[src/rtl/first_counter_pkg.sv]
// rtl/first_counter_pkg.sv - shared state encoding and defaults for the first_counter family
package first_counter_pkg;

  typedef enum logic [1:0] {
    CNT_IDLE,
    CNT_RUN,
    CNT_DONE
  } cnt_state_t;

  localparam int CNT_WIDTH_DEF = 4;

endpackage

[src/rtl/first_down_counter.sv]
// rtl/first_down_counter.sv - loadable down-counter with sticky underflow flag
// Priority per edge: clear > load > count; AUTO_RELOAD picks one-shot or periodic.
module first_down_counter
  import first_counter_pkg::*;
#(
  parameter int WIDTH       = CNT_WIDTH_DEF,
  parameter bit AUTO_RELOAD = 1'b0
) (
  input  logic             clk,
  input  logic             reset_n,
  input  logic             clear,
  input  logic             load,
  input  logic [WIDTH-1:0] load_value,
  input  logic             enable,
  output logic [WIDTH-1:0] counter_out,
  output logic             underflow_out,
  output logic             underflow_pls,
  output logic             busy_out,
  output logic             done_out
);

  cnt_state_t       r_state;
  logic [WIDTH-1:0] r_count;
  logic [WIDTH-1:0] r_reload;
  logic             r_uflow;
  logic             r_pls;
  logic             r_busy;
  logic             r_done;

  cnt_state_t       w_nxt_state;
  logic [WIDTH-1:0] w_nxt_count;
  logic [WIDTH-1:0] w_nxt_reload;
  logic             w_nxt_uflow;
  logic             w_nxt_pls;

  always_comb begin
    w_nxt_state  = r_state;
    w_nxt_count  = r_count;
    w_nxt_reload = r_reload;
    w_nxt_uflow  = r_uflow;
    w_nxt_pls    = 1'b0;
    if (clear) begin
      // reload value deliberately survives a clear
      w_nxt_state = CNT_IDLE;
      w_nxt_count = '0;
      w_nxt_uflow = 1'b0;
    end else if (load) begin
      w_nxt_state  = CNT_RUN;
      w_nxt_count  = load_value;
      w_nxt_reload = load_value;
      w_nxt_uflow  = 1'b0;
    end else if (r_state == CNT_RUN && enable) begin
      if (r_count != '0) begin
        w_nxt_count = r_count - WIDTH'(1);
      end else begin
        w_nxt_uflow = 1'b1;
        w_nxt_pls   = 1'b1;
        if (AUTO_RELOAD) begin
          w_nxt_count = r_reload;
        end else begin
          w_nxt_count = '0;
          w_nxt_state = CNT_DONE;
        end
      end
    end
  end

  always_ff @(posedge clk or negedge reset_n) begin
    if (!reset_n) begin
      r_state  <= CNT_IDLE;
      r_count  <= '0;
      r_reload <= '0;
      r_uflow  <= 1'b0;
      r_pls    <= 1'b0;
      r_busy   <= 1'b0;
      r_done   <= 1'b0;
    end else begin
      r_state  <= w_nxt_state;
      r_count  <= w_nxt_count;
      r_reload <= w_nxt_reload;
      r_uflow  <= w_nxt_uflow;
      r_pls    <= w_nxt_pls;
      r_busy   <= (w_nxt_state == CNT_RUN);
      r_done   <= (w_nxt_state == CNT_DONE);
    end
  end

  assign counter_out   = r_count;
  assign underflow_out = r_uflow;
  assign underflow_pls = r_pls;
  assign busy_out      = r_busy;
  assign done_out      = r_done;

endmodule

[config.mk]
export PLATFORM = sky130hd
export DESIGN_NAME = first_down_counter
export DESIGN_NICKNAME = d
export VERILOG_FILES = /design/src/rtl/first_counter_pkg.sv /design/src/rtl/first_down_counter.sv
export SDC_FILE = /design/constraint.sdc
export NUM_CORES = 1
export LEC_CHECK = 0
export ABC_CLOCK_PERIOD_IN_PS = 1700
export BUFFER_PORTS_ARGS = -buffer_cell sky130_fd_sc_hd__buf_2
export CAP_MARGIN = 25
export CORE_AREA = 2 2 39 41
export DETAILED_ROUTE_END_ITERATION = 10
export DIE_AREA = 0 0 41 43
export GPL_TIMING_DRIVEN = 0
export RECOVER_POWER = 25
export SLEW_MARGIN = 20
export SYNTH_ARGS = -nofsm -noshare
export SYNTH_HDL_FRONTEND = slang
export SYNTH_SLANG_ARGS = --single-unit
[constraint.sdc]
create_clock -name clk -period 1.7 [get_ports clk]
set_input_delay 0 -clock clk [delete_from_list [all_inputs] [get_ports clk]]
set_output_delay 0 -clock clk [all_outputs]
set_load 0.01 [all_outputs]
==> flow_summary.toml, run 1 <==
[outcome]
status = "finished clean"

[global_route]
antenna_found_initial = 0
grt_max_degree = 11
overflow = 0
grtUsageTotal = 0.158
grt_pass1_wl_mm = 1.86
first_global_vias = 432

[floorplan]
pin_count = 17
fp.dieW_um = 41
row_count = 14
die-area_mm2 = 0.00176
die_height_um = 43
core-area_mm2 = 0.00138
initial_core_util = 0.356

[setup_path]
slowest_delay_ps = 530
r2r_end = "done_out"
cp-end-kind = "flip-flop"
r2r-start = "counter_out[0]"
cp-start-kind = "flip-flop"
worstPathMaxFanout = 9
path_class = "flip-flop to flip-flop"
rr_worst_depth = 4
crit_buf_inv = 1
cp.arrival_ps = 1700
cp_cell_sequence = "buf_2, or4_1, nor2_1, o21a_1"
crit_required_ps = 1910
crit_cells = 4
r2r_setup_slack_ps = 200
cpLargestDelayFamily = "simple AND/OR/NAND/NOR gates"
critPathSlowestCell = "or4_1"

[drt]
final_antenna_net_count = 0
drtIter0Drc = 9
wl_mm = 1.09
dr.pass1.iters = 4
drcViolationCount = 0
wl_per_cell_um = 12.7
drt-vias-per-instance = 5.21
num_vias = 448

[yosys]
ys_seq_area_frac = 0.508
synth_warnings = 0
yosys.area_share.xor_xnor = 0
synth_top_family_by_area = "simple AND/OR/NAND/NOR gates"
synth_cells = 47
synth_ff_type = "dfrtp_1"
synth.avg_cell_area_um2 = 10.5
async_reset_ff_frac = 1.00
ys_types = 22
syn_area_um2 = 493
synth_compound_area_frac = 0.203
syn-num-nets = 56
synth_edf_count = 0
synthSimpleGateAreaFrac = 0.236
synthMuxAreaShare = 0.0203
synth_seq_cells = 10
synthAdderAreaFrac = 0

[timing]
finalMaxSlewViolations = 0
setup_viol = 0
tightestPinTransition_ps = 536
hold_slack_ps = 29.0
grt_setup_unrepaired = "no"
finalHoldViolCount = 0
fmax_ghz = 0.669
fin_crit_sh = 0.880
period_needed_ps = 1500
finClkSkew_ps = 4.65
setup_tns_ps = 0
relSlewSlack = 0.642

[min_path]
min_path_type = "input port to flip-flop"
hold_depth = 3
worstHoldEndpoint = "counter_out[2]"
min_from = "load_value[2]"

[finish]
post-route-util = 0.479
drive_gt1_frac = 0.300
final_cell_mix = "buf_2, dfrtp_1, nor2_1, o21a_1, dlygate4sd3_1"
n_fill_cell = 137
final_area_um2 = 663
regArea_um2 = 250
layout_commonest_cell = "buf_2"
stdcell_count = 86
area_growth_pct = 34.5
diodes = 0
multi_input_comb_area_um2 = 226
nNetsFinal = 80

[pwr]
p_leak_nw = 0.328
power-per-cell-area_mw_per_mm2 = 849
peakVddDrop_mv = 0.405

[place]
io_buffer_count = 15
placed_cell_area_um2 = 588
dp.cells = 78
place_congestion = 0.769

[clock_tree]
htree_levels = 1
cts_setup_buffers = 0
clockBufferDepth = 2
cts.sinks = 10
clk_pin_slew_ps = 70
ctsHoldBuffers = 4
insertion_delay_ps = 270
cts_tree = "built"
cts-root-buf = "clkbuf_4"
cts_made_buffers = 3
cts_resized = 0

[run]
maxCapViolations = 0
final cells by class:
class	count	area share
Timing Repair Buffer	19	0.172
Tap cell	16	0.0302
Inverter	2	0.0113
Multi-Input combinational cell	33	0.342
Clock buffer	4	0.0547
Sequential cell	10	0.377
Buffer	2	0.0132
report_power, final:
part,switching (mW),internal [mW]
combinational,0.0451,0.0390
sequential,0.0125,0.249
clock,0.0873,0.130
through the flow:
step / setup WS (ps) / power [mW]
global placement: 223 / 0.342
finish: 204 / 0.563
CTS: 199 / 0.572
detailed placement: 220 / 0.344
floorplan: 284 / 0.310
global route: 121 / 0.598
cell families (layout without fill, tap and decap cells):
| family | Yosys count | in the layout |
|---|---|---|
| muxes | 1 | 1 |
| DFF | 10 | 10 |
| buffers and inverters | 4 | 27 |
| and+or+nand+nor | 18 | 18 |
| AOI/OAI and AO/OA | 14 | 14 |
cell usage after synthesis (2+ instances only):
master | count | share of area
a311oi_1 | 3 | 0.053
inv_1 | 2 | 0.015
a21oi_1 | 2 | 0.020
nor2_1 | 6 | 0.046
nand2_1 | 2 | 0.015
o21a_1 | 4 | 0.061
or4_1 | 2 | 0.030
dfrtp_1 | 10 | 0.51
o21ai_0 | 2 | 0.020
nor4_1 | 2 | 0.025
per-layer routing:
layer | vias to the layer above | part of all wire | track usage
met2 | 15 | 0.52 | 0.231
met3 | 4 | 0.053 | 0.0314
met4 | 0 | 0.0083 | 0.100
met1 | 204 | 0.42 | 0.202
li1 | 225 | - | -
met5 | - | 0 | 0
registers in the layout (all words and copies together), names as in the netlist:
register,flops
done_out,1
busy_out,1
underflow_out,1
counter_out,4
underflow_pls,1
r_state,2
worst max-delay path by stage:
stage                   startpoint        to
CTS                 counter_out[0]  done_out
finish              counter_out[0]  done_out
floorplan           counter_out[0]  done_out
global placement    counter_out[0]  done_out
detailed placement  counter_out[0]  done_out
global route        counter_out[0]  done_out
worst register-to-register path: stages (launching register included):
cell	delay, ps
dfrtp_1	370
buf_2	160
or4_1	530
nor2_1	210
o21a_1	150
No activity file was read; power rests on OpenSTA's default activity.
==> run 2, diff against run 1 <==
Settings changed: ABC_CLOCK_PERIOD_IN_PS 1700 to 1900, CELL_PAD_IN_SITES_DETAIL_PLACEMENT from default to 1, CELL_PAD_IN_SITES_GLOBAL_PLACEMENT from default to 2, CORE_AREA 2 2 39 41 to default, CORE_UTILIZATION from default to 29, DIE_AREA 0 0 41 43 to default, PLACE_DENSITY_LB_ADDON from default to 0.1.
Clock period 1.7 ns to 1.9 ns, I/O delays scaled along.
==> flow_summary.toml, run 2 (synthesis results as in run 1) <==
[outcome]
status = "finished clean"

[clock_tree]
cts_setup_buffers = 0
clockBufferDepth = 2
insertion_delay_ps = 250
cts_tree = "built"
clk_pin_slew_ps = 60
htree_levels = 1
cts_resized = 0
cts.sinks = 10
cts_made_buffers = 3
cts-root-buf = "clkbuf_4"

[pwr]
power_frac_seq = 0.526
p_comb_frac = 0.165
peakVddDrop_mv = 0.335
switching_power_uw = 118
switching_share = 0.265
power-per-cell-area_mw_per_mm2 = 709
p_int_uw = 328
power_uw = 447
clkPwrFrac = 0.309
p_leak_nw = 0.312

[timing]
finClkSkew_ps = 1.82
fin_crit_sh = 0.798
finalHoldViolCount = 0
relSlewSlack = 0.641
period_needed_ps = 1520
fmax_ghz = 0.660
finalMaxSlewViolations = 0
grt_setup_unrepaired = "no"
setup_tns_ps = 0
setup_viol = 0
tightestPinTransition_ps = 538
worst_slack_ps = 384
hold_slack_ps = 10.5

[setup_path]
r2r_setup_slack_ps = 380
path_class = "flip-flop to flip-flop"
rr_worst_depth = 4
cp-end-kind = "flip-flop"
crit_required_ps = 2090
r2r-start = "counter_out[0]"
cp-start-kind = "flip-flop"
cp.arrival_ps = 1710
r2r_end = "done_out"
worstPathMaxFanout = 9

[global_route]
antenna_found_initial = 0
overflow = 0
first_global_vias = 482
grtUsageTotal = 0.161
grt_max_degree = 11
grt_pass1_wl_mm = 2.17

[drt]
drcViolationCount = 0
wl_per_cell_um = 14.7
drtIter0Drc = 2
dr.pass1.iters = 2
wl_mm = 1.22
num_vias = 465
drt-vias-per-instance = 5.60
final_antenna_net_count = 0

[finish]
n_fill_cell = 193
stdcell_count = 83
final_cell_mix = "buf_2, dfrtp_1, nor2_1, o21a_1"
largest_register_ffs = 4
drive_gt1_frac = 0.299
nNetsFinal = 78
area_growth_pct = 27.7
diodes = 0
layout_commonest_cell = "buf_2"

[floorplan]
die_height_um = 43.2
fp.dieW_um = 43.2
row_count = 14
initial_core_util = 0.320
core-area_mm2 = 0.00154
die-area_mm2 = 0.00187
pin_count = 17

[place]
io_buffer_count = 15
place_ws_ps = 394
dp.cells = 78
place_congestion = 0.715

[min_path]
min_path_type = "input port to flip-flop"
hold_depth = 3
min_from = "load_value[1]"
worstHoldEndpoint = "counter_out[1]"

[run]
maxCapViolations = 0
run 2: stage by stage:
stage,utilization,cell area (um^2)
2_1_floorplan,-,493
3_3_place_gp,0.381,588
3_5_place_dp,0.381,588
4_1_cts,0.409,631
5_1_grt,0.408,629
6_report,0.408,629
run 2: per-layer routing:
layer,wire [um],global-route usage,vias up
met4,14,0.0909,0
met5,0,0,-
met2,548,0.239,12
met3,57,0.0383,2
met1,603,0.211,231
li1,-,-,220
run 2: worst max-delay path by stage:
stage,start,end,slack [ps]
6_report,counter_out[0],done_out,380
5_1_grt,counter_out[0],done_out,270
4_1_cts,counter_out[0],done_out,380
3_5_place_dp,counter_out[0],done_out,390
3_3_place_gp,counter_out[0],done_out,410
2_1_floorplan,counter_out[0],done_out,480
run 2: critical path, cell delays in order (launching register included):
cell and delay (ps):
dfrtp_1 370, buf_2 170, or4_1 540, nor2_1 220
o21a_1 160
run 2: repair_timing:
action / CTS / global route
hold buffers: 2 / 0
setup endpoints to repair: 0 / 0
hold endpoints to repair: 11 / 0
run 2: power groups by stage:
stage               registers [mW]  logic [mW]  clock network (mW)
finish                       0.235      0.0739               0.138
global placement             0.239      0.0715                   0
detailed placement           0.239      0.0725                   0
CTS                          0.235      0.0759               0.147
floorplan                    0.241      0.0359                   0
global route                 0.237      0.0831               0.158
run 2: cell type report:
type,count,area [um^2],area share
tap,16,20.0,0.0318
multi-input combinational,33,226,0.360
inverter,2,7.51,0.0119
buffer,2,8.76,0.0139
sequential,10,250,0.398
clock buffer,3,22.5,0.0358
timing repair buffer,17,93.8,0.149
==> run 3, diff against run 2 <==
Settings changed: ABC_CLOCK_PERIOD_IN_PS 1900 to 1300, CORE_UTILIZATION 29 to 25.
Clock period 1.9 ns to 1.3 ns, I/O delays scaled along.
==> flow_summary.toml, run 3 (synthesis results as in run 1) <==
[pwr]
power_uw = 795
peakVddDrop_mv = 0.359
p_leak_nw = 0.370
power-per-cell-area_mw_per_mm2 = 1020

[global_route]
first_global_vias = 470
gr-max-usage-layer = "met2"
overflow = 0
grtUsageTotal = 0.143
grt_max_degree = 11
gr-usage-met2 = 0.217
antenna_found_initial = 0
grt_pass1_wl_mm = 2.10
gr-usage-met3 = 0.0353
met1_usage = 0.187

[drt]
wl_mm = 1.37
final_antenna_net_count = 0
drtIter0Drc = 3
drt-vias-per-instance = 4.73
dr.pass1.iters = 2
wl_per_cell_um = 13.3
num_vias = 487
drcViolationCount = 0

[clock_tree]
clk_pin_slew_ps = 80
cts_made_buffers = 3
cts-root-buf = "clkbuf_4"
clockBufferDepth = 2
insertion_delay_ps = 270
htree_levels = 1
cts_tree = "built"
cts.sinks = 10

[setup_path]
cp-end-kind = "flip-flop"
crit_buf_inv = 0
cp-start-kind = "flip-flop"
path_class = "flip-flop to flip-flop"
rr_worst_depth = 3
cp_cell_sequence = "or4_4, o21ai_2, a21oi_1"
worstPathMaxFanout = 6
slowest_delay_ps = 570
crit_cells = 3
cpLargestDelayFamily = "simple AND/OR/NAND/NOR gates"
r2r-start = "counter_out[1]"
cp.arrival_ps = 1490
critPathSlowestCell = "or4_4"
crit_required_ps = 1440
worstSetupStartpoint = "counter_out[1]"

[floorplan]
die_height_um = 46.4
row_count = 15
initial_core_util = 0.276
fp.dieW_um = 46.4
die-area_mm2 = 0.00215
core-area_mm2 = 0.00178
pin_count = 17

[min_path]
hold_depth = 3
min_path_type = "input port to flip-flop"
min_from = "load_value[2]"

[outcome]
status = "finished with violations"
violations = "setup timing"

[finish]
drive_gt1_frac = 0.500
area_growth_pct = 57.6
diodes = 0
stdcell_count = 103
largest_register_ffs = 4
final_cell_mix = "buf_2, buf_4, dfrtp_1, nor2_1"
nNetsFinal = 88
layout_commonest_cell = "buf_2"

[timing]
period_needed_ps = 1350
setup_viol = 5
finClkSkew_ps = 7.01
setup_tns_ps = -210
fmax_ghz = 0.738
relSlewSlack = 0.625
tightestPinTransition_ps = 563
finalMaxSlewViolations = 0
finalHoldViolCount = 0
worst_slack_ps = -54.3
fin_crit_sh = 1.04
grt_setup_unrepaired = "yes"

[run]
maxCapViolations = 0

[place]
place_ws_ps = -123
io_buffer_count = 15
place_congestion = 0.622
dp.cells = 87
[run 3: what timing repair did]
item	CTS	global route
hold buffers	4	0
buffers inserted	3	5
endpoints found under the hold margin	13	0
resized for setup	5	4
setup endpoints to repair	6	8
pin swaps	6	3
[run 3: area by class of cell]
type | count | area, um^2
Buffer | 2 | 15.0
Clock buffer | 4 | 36.3
Fill cell | 216 | 1010
Inverter | 2 | 7.51
Multi-Input combinational cell | 33 | 258
Sequential cell | 10 | 255
Tap cell | 25 | 31.3
Timing Repair Buffer | 27 | 174
[run 3: through the flow]
stage	hold slack, ps	utilization	cell area [um^2]
5_1_grt	40.2	0.436	777
4_1_cts	8.16	0.406	723
2_1_floorplan	-296	-	505
6_report	8.16	0.436	777
3_5_place_dp	-122	0.343	612
3_3_place_gp	-121	0.343	612
[run 3: power by group]
part	internal (mW)	leakage [nW]	switching (mW)	total, mW
Combinational	0.0799	0.221	0.0764	0.156
Clock	0.170	0.0210	0.124	0.294
Sequential	0.328	0.128	0.0172	0.345
Total	0.578	0.370	0.218	0.795
[run 3: worst min-delay path, cell delays in order]
cell and delay (ps):
buf_2 90, nand2_1 50, o221ai_1 100
[run 3: path summary, 6_finish.rpt]
kind                                  end  slack [ps]
hold reg to reg             underflow_out         490
setup / recovery               r_state[0]         -50
hold / removal             counter_out[2]           8
max in group asynchronous      r_state[0]         670
setup reg to reg               r_state[0]         -50
min in group asynchronous  counter_out[0]         230
[run 3: routing by layer]
metal  up-vias  part of all wire
met2        15              0.45
met4         0             0.016
met3         3             0.045
met5         -                 0
met1       230              0.49
li1        239                 -
